### config.mk
export PLATFORM = sky130hd
export DESIGN_NAME = video_timing_aligner_flat
export DESIGN_NICKNAME = d
export VERILOG_FILES = /design/src/rtl/video_timing_aligner_if.sv /design/src/rtl/video_timing_aligner.sv /design/src/flat_wrapper.sv
export SDC_FILE = /design/constraint.sdc
export NUM_CORES = 1
export LEC_CHECK = 0
export CORE_MARGIN = 4
export CORE_UTILIZATION = 40
export DETAILED_ROUTE_END_ITERATION = 12
export PLACE_DENSITY = 0.88
export RECOVER_POWER = 50
export SLEW_MARGIN = 20
export SYNTH_ARGS = -nofsm -noshare
export SYNTH_HDL_FRONTEND = slang
export SYNTH_SLANG_ARGS = --single-unit
export TNS_END_PERCENT = 5
### constraint.sdc
create_clock -name clk -period 6.3 [get_ports clk]
set_clock_uncertainty 0.2 [all_clocks]
set_input_delay 1.89 -clock clk [delete_from_list [all_inputs] [get_ports clk]]
set_output_delay 1.89 -clock clk [all_outputs]
set_load 0.02 [all_outputs]
### src/rtl/video_timing_aligner_if.sv
// Signal bundle between the video timing aligner and its neighbours.
// Upstream sees undelayed counters and supplies mode and stage pixels;
// downstream consumes the aligned pixel/sync/enable stream.
// Handshake: none. The stream never stalls; de is the only qualifier, and
// pixel carries display data exactly on cycles where de=1 (BORDER otherwise).
interface video_timing_aligner_if #(
  parameter int NUM_MODES = 6,
  parameter int PIX_W     = 12
);
  logic [3:0]                 mode;
  logic [NUM_MODES*PIX_W-1:0] stage_pix;
  logic [10:0]                hcount;
  logic [10:0]                vcount;
  logic [PIX_W-1:0]           pixel;
  logic                       hs;
  logic                       vs;
  logic                       de;
  logic                       frame_start;
  logic [3:0]                 mode_active;

  // The aligner itself.
  modport master (
    input  mode, stage_pix,
    output hcount, vcount, pixel, hs, vs, de, frame_start, mode_active
  );

  // Whoever drives mode/stage pixels and consumes the aligned stream.
  modport slave (
    output mode, stage_pix,
    input  hcount, vcount, pixel, hs, vs, de, frame_start, mode_active
  );
endinterface

### src/rtl/video_timing_aligner.sv
// Video timing generator with a per-mode latency-matched sync/enable path.
// The counters run undelayed for upstream addressing; hs/vs/de are delayed by
// the latency of the currently selected processing stage so they line up with
// that stage's pixel output. Mode changes apply only at frame boundaries and
// blank the output for MAX_LAT+1 cycles while the pipeline refills.
// MAX_LAT must be at least 1.
module video_timing_aligner #(
  parameter int                     H_BLANK   = 256,
  parameter int                     H_ACTIVE  = 800,
  parameter int                     H_SYNC    = 128,
  parameter int                     V_BLANK   = 28,
  parameter int                     V_ACTIVE  = 600,
  parameter int                     V_SYNC    = 4,
  parameter int                     NUM_MODES = 6,
  parameter int                     PIX_W     = 12,
  parameter int                     MAX_LAT   = 31,
  parameter logic [NUM_MODES*8-1:0] LAT_TABLE = '0,
  parameter logic [PIX_W-1:0]       BORDER    = PIX_W'(12'h111)
) (
  input logic                    clk,
  input logic                    rst,
  video_timing_aligner_if.master bus
);
  localparam int         H_TOTAL   = H_BLANK + H_ACTIVE;
  localparam int         V_TOTAL   = V_BLANK + V_ACTIVE;
  localparam int         GW        = $clog2(MAX_LAT + 2);
  localparam logic [7:0] MAX_LAT_B = 8'(MAX_LAT);

  logic [10:0]      hcount;
  logic [10:0]      vcount;
  logic             h_last;
  logic             v_last;
  logic             frame_last;
  logic             hs_raw;
  logic             vs_raw;
  logic             de_raw;
  logic [3:0]       mode_active;
  logic [3:0]       mode_next;
  logic [GW-1:0]    guard;
  logic             guard_idle;
  logic [7:0]       lat;
  logic [PIX_W-1:0] sel_pix;
  logic [MAX_LAT-1:0] sr_hs;
  logic [MAX_LAT-1:0] sr_vs;
  logic [MAX_LAT-1:0] sr_de;
  logic [MAX_LAT:0] tap_hs_v;
  logic [MAX_LAT:0] tap_vs_v;
  logic [MAX_LAT:0] tap_de_v;
  logic             tap_hs;
  logic             tap_vs;
  logic             tap_de;
  logic             hs_q;
  logic             vs_q;
  logic             de_q;
  logic [PIX_W-1:0] pixel_q;

  assign h_last     = (hcount == 11'(H_TOTAL - 1));
  assign v_last     = (vcount == 11'(V_TOTAL - 1));
  assign frame_last = h_last && v_last;

  assign hs_raw = (hcount >= 11'(H_SYNC));
  assign vs_raw = (vcount >= 11'(V_SYNC));
  assign de_raw = (hcount >= 11'(H_BLANK)) && (vcount >= 11'(V_BLANK));

  // Unsupported modes fall back to the pass-through channel 0.
  assign mode_next  = (int'(bus.mode) >= NUM_MODES) ? 4'd0 : bus.mode;
  assign guard_idle = (guard == '0);

  // Tap 0 is the raw value itself, tap i is the raw value i cycles old.
  assign tap_hs_v = {sr_hs, hs_raw};
  assign tap_vs_v = {sr_vs, vs_raw};
  assign tap_de_v = {sr_de, de_raw};

  // Free-running raster counters; a reset abandons the frame in progress.
  always_ff @(posedge clk or negedge rst) begin
    if (!rst) begin
      hcount <= '0;
      vcount <= '0;
    end else if (h_last) begin
      hcount <= '0;
      vcount <= v_last ? 11'd0 : vcount + 11'd1;
    end else begin
      hcount <= hcount + 11'd1;
    end
  end

  // Mode is latched only on the last pixel of a frame; a real change arms the guard.
  always_ff @(posedge clk or negedge rst) begin
    if (!rst) begin
      mode_active <= '0;
      guard       <= '0;
    end else begin
      if (frame_last) begin
        mode_active <= mode_next;
      end
      if (frame_last && (mode_next != mode_active)) begin
        guard <= GW'(MAX_LAT + 1);
      end else if (!guard_idle) begin
        guard <= guard - GW'(1);
      end
    end
  end

  // Raw-timing history; the reset contents look like idle blanking.
  always_ff @(posedge clk or negedge rst) begin
    if (!rst) begin
      sr_hs <= '1;
      sr_vs <= '1;
      sr_de <= '0;
    end else begin
      sr_hs[0] <= hs_raw;
      sr_vs[0] <= vs_raw;
      sr_de[0] <= de_raw;
      for (int i = 1; i < MAX_LAT; i++) begin
        sr_hs[i] <= sr_hs[i-1];
        sr_vs[i] <= sr_vs[i-1];
        sr_de[i] <= sr_de[i-1];
      end
    end
  end

  // Look up the active mode's latency (saturated) and its stage pixel.
  always_comb begin
    lat     = 8'd0;
    sel_pix = BORDER;
    for (int m = 0; m < NUM_MODES; m++) begin
      if (int'(mode_active) == m) begin
        lat     = LAT_TABLE[8*m +: 8];
        sel_pix = bus.stage_pix[PIX_W*m +: PIX_W];
      end
    end
    if (lat > MAX_LAT_B) begin
      lat = MAX_LAT_B;
    end
  end

  // Select the delay-line tap matching the current latency.
  always_comb begin
    tap_hs = 1'b1;
    tap_vs = 1'b1;
    tap_de = 1'b0;
    for (int i = 0; i <= MAX_LAT; i++) begin
      if (int'(lat) == i) begin
        tap_hs = tap_hs_v[i];
        tap_vs = tap_vs_v[i];
        tap_de = tap_de_v[i];
      end
    end
  end

  // Output register; the guard blanks de/pixel but lets sync keep running.
  always_ff @(posedge clk or negedge rst) begin
    if (!rst) begin
      hs_q    <= 1'b1;
      vs_q    <= 1'b1;
      de_q    <= 1'b0;
      pixel_q <= BORDER;
    end else begin
      hs_q    <= tap_hs;
      vs_q    <= tap_vs;
      de_q    <= tap_de && guard_idle;
      pixel_q <= (tap_de && guard_idle) ? sel_pix : BORDER;
    end
  end

  assign bus.hcount      = hcount;
  assign bus.vcount      = vcount;
  assign bus.frame_start = (hcount == 11'd0) && (vcount == 11'd0);
  assign bus.mode_active = mode_active;
  assign bus.hs          = hs_q;
  assign bus.vs          = vs_q;
  assign bus.de          = de_q;
  assign bus.pixel       = pixel_q;
endmodule
### src/flat_wrapper.sv
// flat-port wrapper written by rule: the top's interface ports become plain ports
module video_timing_aligner_flat 
#(
  parameter int                     H_BLANK   = 256,
  parameter int                     H_ACTIVE  = 800,
  parameter int                     H_SYNC    = 128,
  parameter int                     V_BLANK   = 28,
  parameter int                     V_ACTIVE  = 600,
  parameter int                     V_SYNC    = 4,
  parameter int                     NUM_MODES = 6,
  parameter int                     PIX_W     = 12,
  parameter int                     MAX_LAT   = 31,
  parameter logic [NUM_MODES*8-1:0] LAT_TABLE = '0,
  parameter logic [PIX_W-1:0]       BORDER    = PIX_W'(12'h111)
)
  (clk, rst, bus_mode, bus_stage_pix, bus_hcount, bus_vcount, bus_pixel, bus_hs, bus_vs, bus_de, bus_frame_start, bus_mode_active);
  video_timing_aligner_if #(.NUM_MODES(NUM_MODES), .PIX_W(PIX_W)) bus_i ();
  input logic clk;
  input logic rst;
  input wire logic [$bits(bus_i.mode)-1:0] bus_mode;
  input wire logic [$bits(bus_i.stage_pix)-1:0] bus_stage_pix;
  output wire logic [$bits(bus_i.hcount)-1:0] bus_hcount;
  output wire logic [$bits(bus_i.vcount)-1:0] bus_vcount;
  output wire logic [$bits(bus_i.pixel)-1:0] bus_pixel;
  output wire logic [$bits(bus_i.hs)-1:0] bus_hs;
  output wire logic [$bits(bus_i.vs)-1:0] bus_vs;
  output wire logic [$bits(bus_i.de)-1:0] bus_de;
  output wire logic [$bits(bus_i.frame_start)-1:0] bus_frame_start;
  output wire logic [$bits(bus_i.mode_active)-1:0] bus_mode_active;
  assign bus_i.mode = bus_mode;
  assign bus_i.stage_pix = bus_stage_pix;
  assign bus_hcount = bus_i.hcount;
  assign bus_vcount = bus_i.vcount;
  assign bus_pixel = bus_i.pixel;
  assign bus_hs = bus_i.hs;
  assign bus_vs = bus_i.vs;
  assign bus_de = bus_i.de;
  assign bus_frame_start = bus_i.frame_start;
  assign bus_mode_active = bus_i.mode_active;
  video_timing_aligner #(.H_BLANK(H_BLANK), .H_ACTIVE(H_ACTIVE), .H_SYNC(H_SYNC), .V_BLANK(V_BLANK), .V_ACTIVE(V_ACTIVE), .V_SYNC(V_SYNC), .NUM_MODES(NUM_MODES), .PIX_W(PIX_W), .MAX_LAT(MAX_LAT), .LAT_TABLE(LAT_TABLE), .BORDER(BORDER)) u_core (.clk(clk), .rst(rst), .bus(bus_i));
endmodule
==> metrics.csv, run 1 <==
stage,metric,value,unit
die,ioPinCount,120,
placed_design,io_buffers,119,
die,rows,29,
cells_and_area,multi_input_area,1379,sq um
critical_path,critPathRequiredTime,4210,ps
cts,htreeDepth,2,
synthesis,syn_avg_cell_area,10.39,sq um
power,p_per_area,178.3,nW/um^2
timing,hold_viol,0,
power,max-vdd-ir-drop,0.1130,mV
critical_path,start_kind,register,
placed_design,place.gp.congestion,0.9040,
detailed_routing,vias,2454,
synthesis,synth_cells,255,
cts,clkSinkCount,47,
critical_path,critPathKind,register to output port,
global_routing,grt_use_total,0.2025,
outcome,failed_checks,"capacitance limit, slew limit",
timing,final.setup.tns,0,ps
timing,report.final.slew_viol_count,48,
synthesis,synth.distinct_cells,46,
detailed_routing,route.met2.wl,4477,um
detailed_routing,wl,8221,um
synthesis,async_reset_ff_frac,1.000,
power,pwr-share-comb,0.203,
power,p_int,537.0,uW
power,pwr-share-clk,0.319,
synthesis,synth_area_leaders,"dfrtp_1, mux4_2, dfstp_2",
power,seqPwrFrac,0.479,
die,fp.dieW,89.40,um
cts,post-cts-setup-buffers,0,
detailed_routing,wl_per_cell,18.19,um
die,initial_utilization,0.4150,
synthesis,ys.flop_type,dfrtp_1,
detailed_routing,firstDrtPassIters,4,
timing,period_needed,4514,ps
global_routing,grt_max_degree,48,
synthesis,ys_seq_area_frac,0.4462,
synthesis,synth.most_common_cell,dfrtp_1,
timing,rsz0062_at_grt,false,
cells_and_area,area_growth,51.13,%
detailed_routing,post_drt_via_cell_ratio,5.429,
power,p_sw_frac,0.2480,
cts,post_cts_resized,0,
critical_path,worstPathArrival,2420,ps
detailed_routing,met1_length,3231,um
timing,worst_pin_slew,2463,ps
synthesis,yosysWarningCount,0,
cells_and_area,antennaDiodeCount,0,
detailed_routing,met3_length,300,um
die,die-area,7991,sq um
outcome,status,finished with violations,
detailed_routing,highest-signal-layer,met4,
synthesis,synth_area,2650,sq um
run,cap_violations,1,
cells_and_area,fill_cells,516,
timing,final-setup-viol-count,0,
power,p_leak,1.707,nW
synthesis,ys_seq_elements,47,
critical_path,crit_fanout,6,
global_routing,grt_pass1_wl,12280,um
critical_path,end_kind,output port,
cells_and_area,drive_gt1_frac,0.09867,
cts,cts_root_buf,clkbuf_8,
power,switchingPower,177.1,uW
synthesis,synth_top_cell_area_share,0.3966,
cts,clkSlewWorstSetupHoldPaths,90,ps
synthesis,synthesis.nets,338,
die,core,6386,sq um
timing,fmax,221.5,MHz
global_routing,first_global_vias,2462,
cts,hold_buffers,0,
cts,clock_latency,300,ps
detailed_routing,first_iter_violations,174,
global_routing,antenna_found_initial,0,
detailed_routing,final_antenna_net_count,0,
cts,clk_path_buf_depth,2,
synthesis,synth_edf_count,0,
cts,cts_made_buffers,5,
cts,cts_tree,yes,
timing,fin_crit_sh,0.7165,
cells_and_area,num-nets-final,457,
min_path,hold_path.class,register to register,
die,die_h,89.40,um
placed_design,dp_hpwl,6469,um
power,finalPower,714.0,uW
detailed_routing,drc,0,
global_routing,grt.overflow.total,0,
cells_and_area,seq_area,1182,sq um
timing,max-slew-margin-rel,-0.6422,
synthesis,yosys.area.top_type,dfrtp_1,
synthesis,yosys-top-cells-count,"dfrtp_1, nor2_1, a21oi_1, nand2_1",
==> power by group through the flow <==
stage                     logic [mW]  clock network, mW  registers, mW
after CTS                      0.146              0.234          0.342
after detailed placement       0.145                  0          0.347
final                          0.145              0.227          0.342
after floorplan               0.0775                  0          0.341
after global placement         0.138                  0          0.345
after global routing           0.162              0.248          0.345
==> final cells by class <==
type                    count  area share
multi-input cells         190      0.3443
repair buffers            120      0.2977
flip-flops and latches     47      0.2952
well taps                  77     0.02405
clock buffers               6     0.02062
inverters                  10    0.009372
clock inverters             2    0.008747
==> path summary, 6_finish.rpt <==
check                      slack (ps)                              from  cells past startpoint                             end
min reg2reg                       340       u_core.guard[2]$_DFFE_PN0P_                      2     u_core.guard[2]$_DFFE_PN0P_
min                               340       u_core.guard[2]$_DFFE_PN0P_                      2     u_core.guard[2]$_DFFE_PN0P_
max reg2reg                      3090    u_core.bus.hcount[8]$_DFF_PN0_                      5     u_core.guard[5]$_DFFE_PN0P_
max                              1790  u_core.bus.vcount[5]$_DFFE_PN0N_                      5                 bus_frame_start
min in group asynchronous        2140                               rst                      1  u_core.bus.hcount[8]$_DFF_PN0_
max in group asynchronous        2370                               rst                      1     u_core.guard[5]$_DFFE_PN0P_
==> critical path, stage by stage (launching register included) <==
cell	delay, ps
dfrtp_1	450
or4_1	540
nor2_1	150
nand3b_1	120
nor3_1	220
clkdlybuf4s50_1	640
==> logic make-up (layout without fill, tap and decap cells) <==
logic type               count (synthesis)  after routing  share of synthesized area
XOR/XNOR                                16             16                    0.05572
AND/OR/NAND/NOR                        106            106                     0.2077
AO/OA/AOI/OAI                           38             38                    0.08215
buffers and inverters                   18            138                    0.03022
flip-flops                              47             47                     0.4462
adder cells (fa/ha/maj)                  5              5                    0.02361
multiplexers                            25             25                     0.1544
==> metrics by stage <==
stage	instance area [sq um]	instances	util	worst slack, ps	hold slack, ps
2_1_floorplan	2650	255	-	2465	285.3
3_3_place_gp	3897	444	0.6103	2153	300.0
3_5_place_dp	3897	444	0.6103	2138	313.3
4_1_cts	4015	452	0.6287	1759	333.9
5_1_grt	4005	452	0.6272	1655	364.1
6_report	4005	452	0.6272	1786	336.4
==> layer usage <==
metal  GRT usage  up-vias
met5           0        -
met4     0.08390        0
met3     0.02581       20
met2      0.3490       69
met1      0.2559     1206
li1            -     1159
==> placed cells by master (no fill, tap or decap), types with 5 or more instances in the layout <==
cell type,synthesis,final
nor3_1,8,9
clkbuf_8,0,6
o21ai_0,10,10
xnor2_1,6,6
mux4_2,12,12
clkdlybuf4s50_1,0,118
xor2_1,9,9
mux2i_1,9,9
nand3_1,12,12
dfstp_2,5,5
ha_1,5,5
dfrtp_1,42,42
nand4_1,5,5
nor2_1,32,32
nand2_1,16,16
a21oi_1,17,17
and3_1,5,5
inv_1,10,10
==> state kept, by name, indices dropped and copies added (netlist names) <==
name,count
u_core.guard,6
u_core.bus.vs,1
u_core.bus.mode_active,4
u_core.bus.vcount,11
u_core.bus.hcount,11
u_core.bus.de,1
u_core.bus.pixel,12
u_core.bus.hs,1
(Power assumes the default switching activity.)
==> run 2, diff against run 1 <==
==> constraint.sdc (replaced) <==
create_clock -name clk -period 4.44 [get_ports clk]
set_clock_uncertainty 0.2 [all_clocks]
set_input_delay 1.332 -clock clk [delete_from_list [all_inputs] [get_ports clk]]
set_output_delay 1.332 -clock clk [all_outputs]
set_load 0.02 [all_outputs]
==> run 2 against run 1 <==
  * The run still ends with capacitance limit, slew limit left
  * Largest power group unchanged
  * Power is 36% higher
  * Non-clock buffer count is 1 higher
  * Via count is 1.5% lower
  * Global-route usage is 0.81 points lower
  * Clock power is 25% higher
  * Critical path type unchanged
  * First-iteration DRC count is 18% lower
  * Largest cell class unchanged
==> metrics.csv, run 2 (same netlist as run 1, synthesis figures left out) <==
stage,metric,value,unit,change
power,p_leak,1.703,nW,-0.23%
timing,fmax,258.4,MHz,
power,p_per_area,243.5,nW/um^2,+37%
critical_path,r2r_setup_slack,1260,ps,-1830 ps
critical_path,critPathRequiredTime,2910,ps,-1300 ps
power,finalPower,972.9,uW,+36%
timing,fin_crit_sh,0.8716,,
die,rows,29,,unchanged
cells_and_area,seq_area,1182,sq um,unchanged
die,die_h,89.40,um,unchanged
cells_and_area,antennaDiodeCount,0,,unchanged
global_routing,grt.overflow.total,0,,unchanged
placed_design,dp_hpwl,6276,um,-3.0%
min_path,hold_path.class,register to register,,
cts,post-cts-setup-buffers,0,,unchanged
timing,worst_pin_slew,2478,ps,+14.72 ps
cells_and_area,final_cell_mix,"clkdlybuf4s50_1, dfrtp_1, nor2_1, a21oi_1, nand2_1",,
power,max-vdd-ir-drop,0.1604,mV,+42%
critical_path,start_kind,register,,
detailed_routing,vias,2418,,-1.5%
cts,cts_root_buf,clkbuf_8,,
critical_path,worstPathArrival,2340,ps,-80 ps
global_routing,grt_pass1_wl,11870,um,-3.3%
cts,htreeDepth,2,,unchanged
cells_and_area,drive_gt1_frac,0.09840,,-0.0002624
placed_design,post_dp_cell_area,3905,sq um,+0.19%
placed_design,place.gp.congestion,0.9047,,about the same
timing,final-setup-viol-count,0,,unchanged
detailed_routing,wl_per_cell,17.44,um,-4.1%
cells_and_area,layout_commonest_cell,clkdlybuf4s50_1,,
critical_path,crit_fanout,5,,-1
cells_and_area,final_area,3995,sq um,-0.25%
critical_path,end_kind,output port,,
cts,hold_buffers,0,,unchanged
cts,clkSinkCount,47,,unchanged
timing,rsz0062_at_grt,false,,
die,initial_utilization,0.4150,,unchanged
detailed_routing,firstDrtPassIters,4,,unchanged
cts,post_cts_resized,0,,unchanged
placed_design,io_buffers,119,,unchanged
critical_path,critPathKind,register to output port,,
timing,max-slew-margin-rel,-0.6520,,-0.009816
die,core,6386,sq um,unchanged
timing,final.setup.tns,0,ps,unchanged
cts,clk_path_buf_depth,2,,unchanged
global_routing,grt_use_total,0.1944,,-0.008097
detailed_routing,post_drt_via_cell_ratio,5.338,,-1.7%
die,ioPinCount,120,,unchanged
cells_and_area,final_core_util,0.6256,,-0.001567
die,fp.dieW,89.40,um,unchanged
cts,cts_tree,yes,,
detailed_routing,first_iter_violations,143,,-18%
placed_design,dpl_worst_slack,885.1,ps,-1252 ps
cts,clock_latency,300,ps,about the same
outcome,status,finished with violations,,
detailed_routing,wl,7902,um,-3.9%
timing,report.final.slew_viol_count,48,,unchanged
global_routing,grt_max_degree,48,,unchanged
outcome,failed_checks,"capacitance limit, slew limit",,
cells_and_area,num-nets-final,458,,+0.22%
cells_and_area,multi_input_area,1379,sq um,unchanged
detailed_routing,drc,0,,unchanged
cells_and_area,largest_register_ffs,12,,unchanged
run,cap_violations,1,,unchanged
global_routing,antenna_found_initial,0,,unchanged
die,die-area,7991,sq um,unchanged
global_routing,first_global_vias,2303,,-6.5%
timing,layout_setup_ws,570.1,ps,-1216 ps
timing,hold_viol,0,,unchanged
cells_and_area,fill_cells,519,,+0.58%
timing,period_needed,3870,ps,
detailed_routing,final_antenna_net_count,0,,unchanged
cells_and_area,area_growth,50.76,%,
cts,clkSlewWorstSetupHoldPaths,80,ps,about the same
cts,cts_made_buffers,5,,unchanged
[run 2: cell count changes in the layout (fill, tap and decap cells not counted)]
| cell | delta |
|---|---|
| buf_4 | +1 |
| clkbuf_8 | +1 |
| clkinv_2 | -1 |
| dlygate4sd3_1 | +2 |
| bufinv_16 | -1 |
| clkbuf_1 | +1 |
| clkdlybuf4s50_1 | -2 |
[run 2: worst paths after layout]
check,startpoint,to,cells past startpoint
setup / recovery,u_core.bus.vcount[8]$_DFFE_PN0N_,bus_frame_start,5
hold / removal,u_core.guard[2]$_DFFE_PN0P_,u_core.guard[2]$_DFFE_PN0P_,2
setup reg to reg,u_core.bus.hcount[8]$_DFF_PN0_,u_core.guard[1]$_DFFE_PN0P_,5
hold reg to reg,u_core.guard[2]$_DFFE_PN0P_,u_core.guard[2]$_DFFE_PN0P_,2
max in group asynchronous,rst,u_core.bus.hcount[10]$_DFF_PN0_,1
min in group asynchronous,rst,u_core.bus.hcount[6]$_DFF_PN0_,1
[run 2: power breakdown]
group	switching [mW]	internal, mW
Combinational	0.0834	0.123
Clock	0.142	0.142
Sequential	0.0263	0.457
[run 2: final cells by class]
| type | instances | area share |
|---|---|---|
| inverters | 10 | 0.009396 |
| flip-flops and latches | 47 | 0.2960 |
| repair buffers | 121 | 0.3003 |
| clock buffers | 8 | 0.02505 |
| multi-input cells | 190 | 0.3451 |
| well taps | 77 | 0.02412 |
[run 2: per-stage QoR]
step           hold WS, ps  std cells
2_1_floorplan        285.3        255
3_3_place_gp         299.5        445
3_5_place_dp         328.6        445
4_1_cts              344.5        453
5_1_grt              379.9        453
6_report             342.7        453
[run 2: per-layer routing]
metal	vias to the layer above	GRT usage	wire [um]
met5	-	0	0
met2	54	0.3222	4214
met3	13	0.03687	305
met1	1193	0.2609	3225
li1	1158	-	-
met4	0	0.05413	157
[run 2: critical path: stages (launching register included)]
cell and delay [ps]:
dfrtp_1 430, or4_1 530, nor2_1 130, nand3b_1 110
nor3_1 190, clkdlybuf4s50_1 640
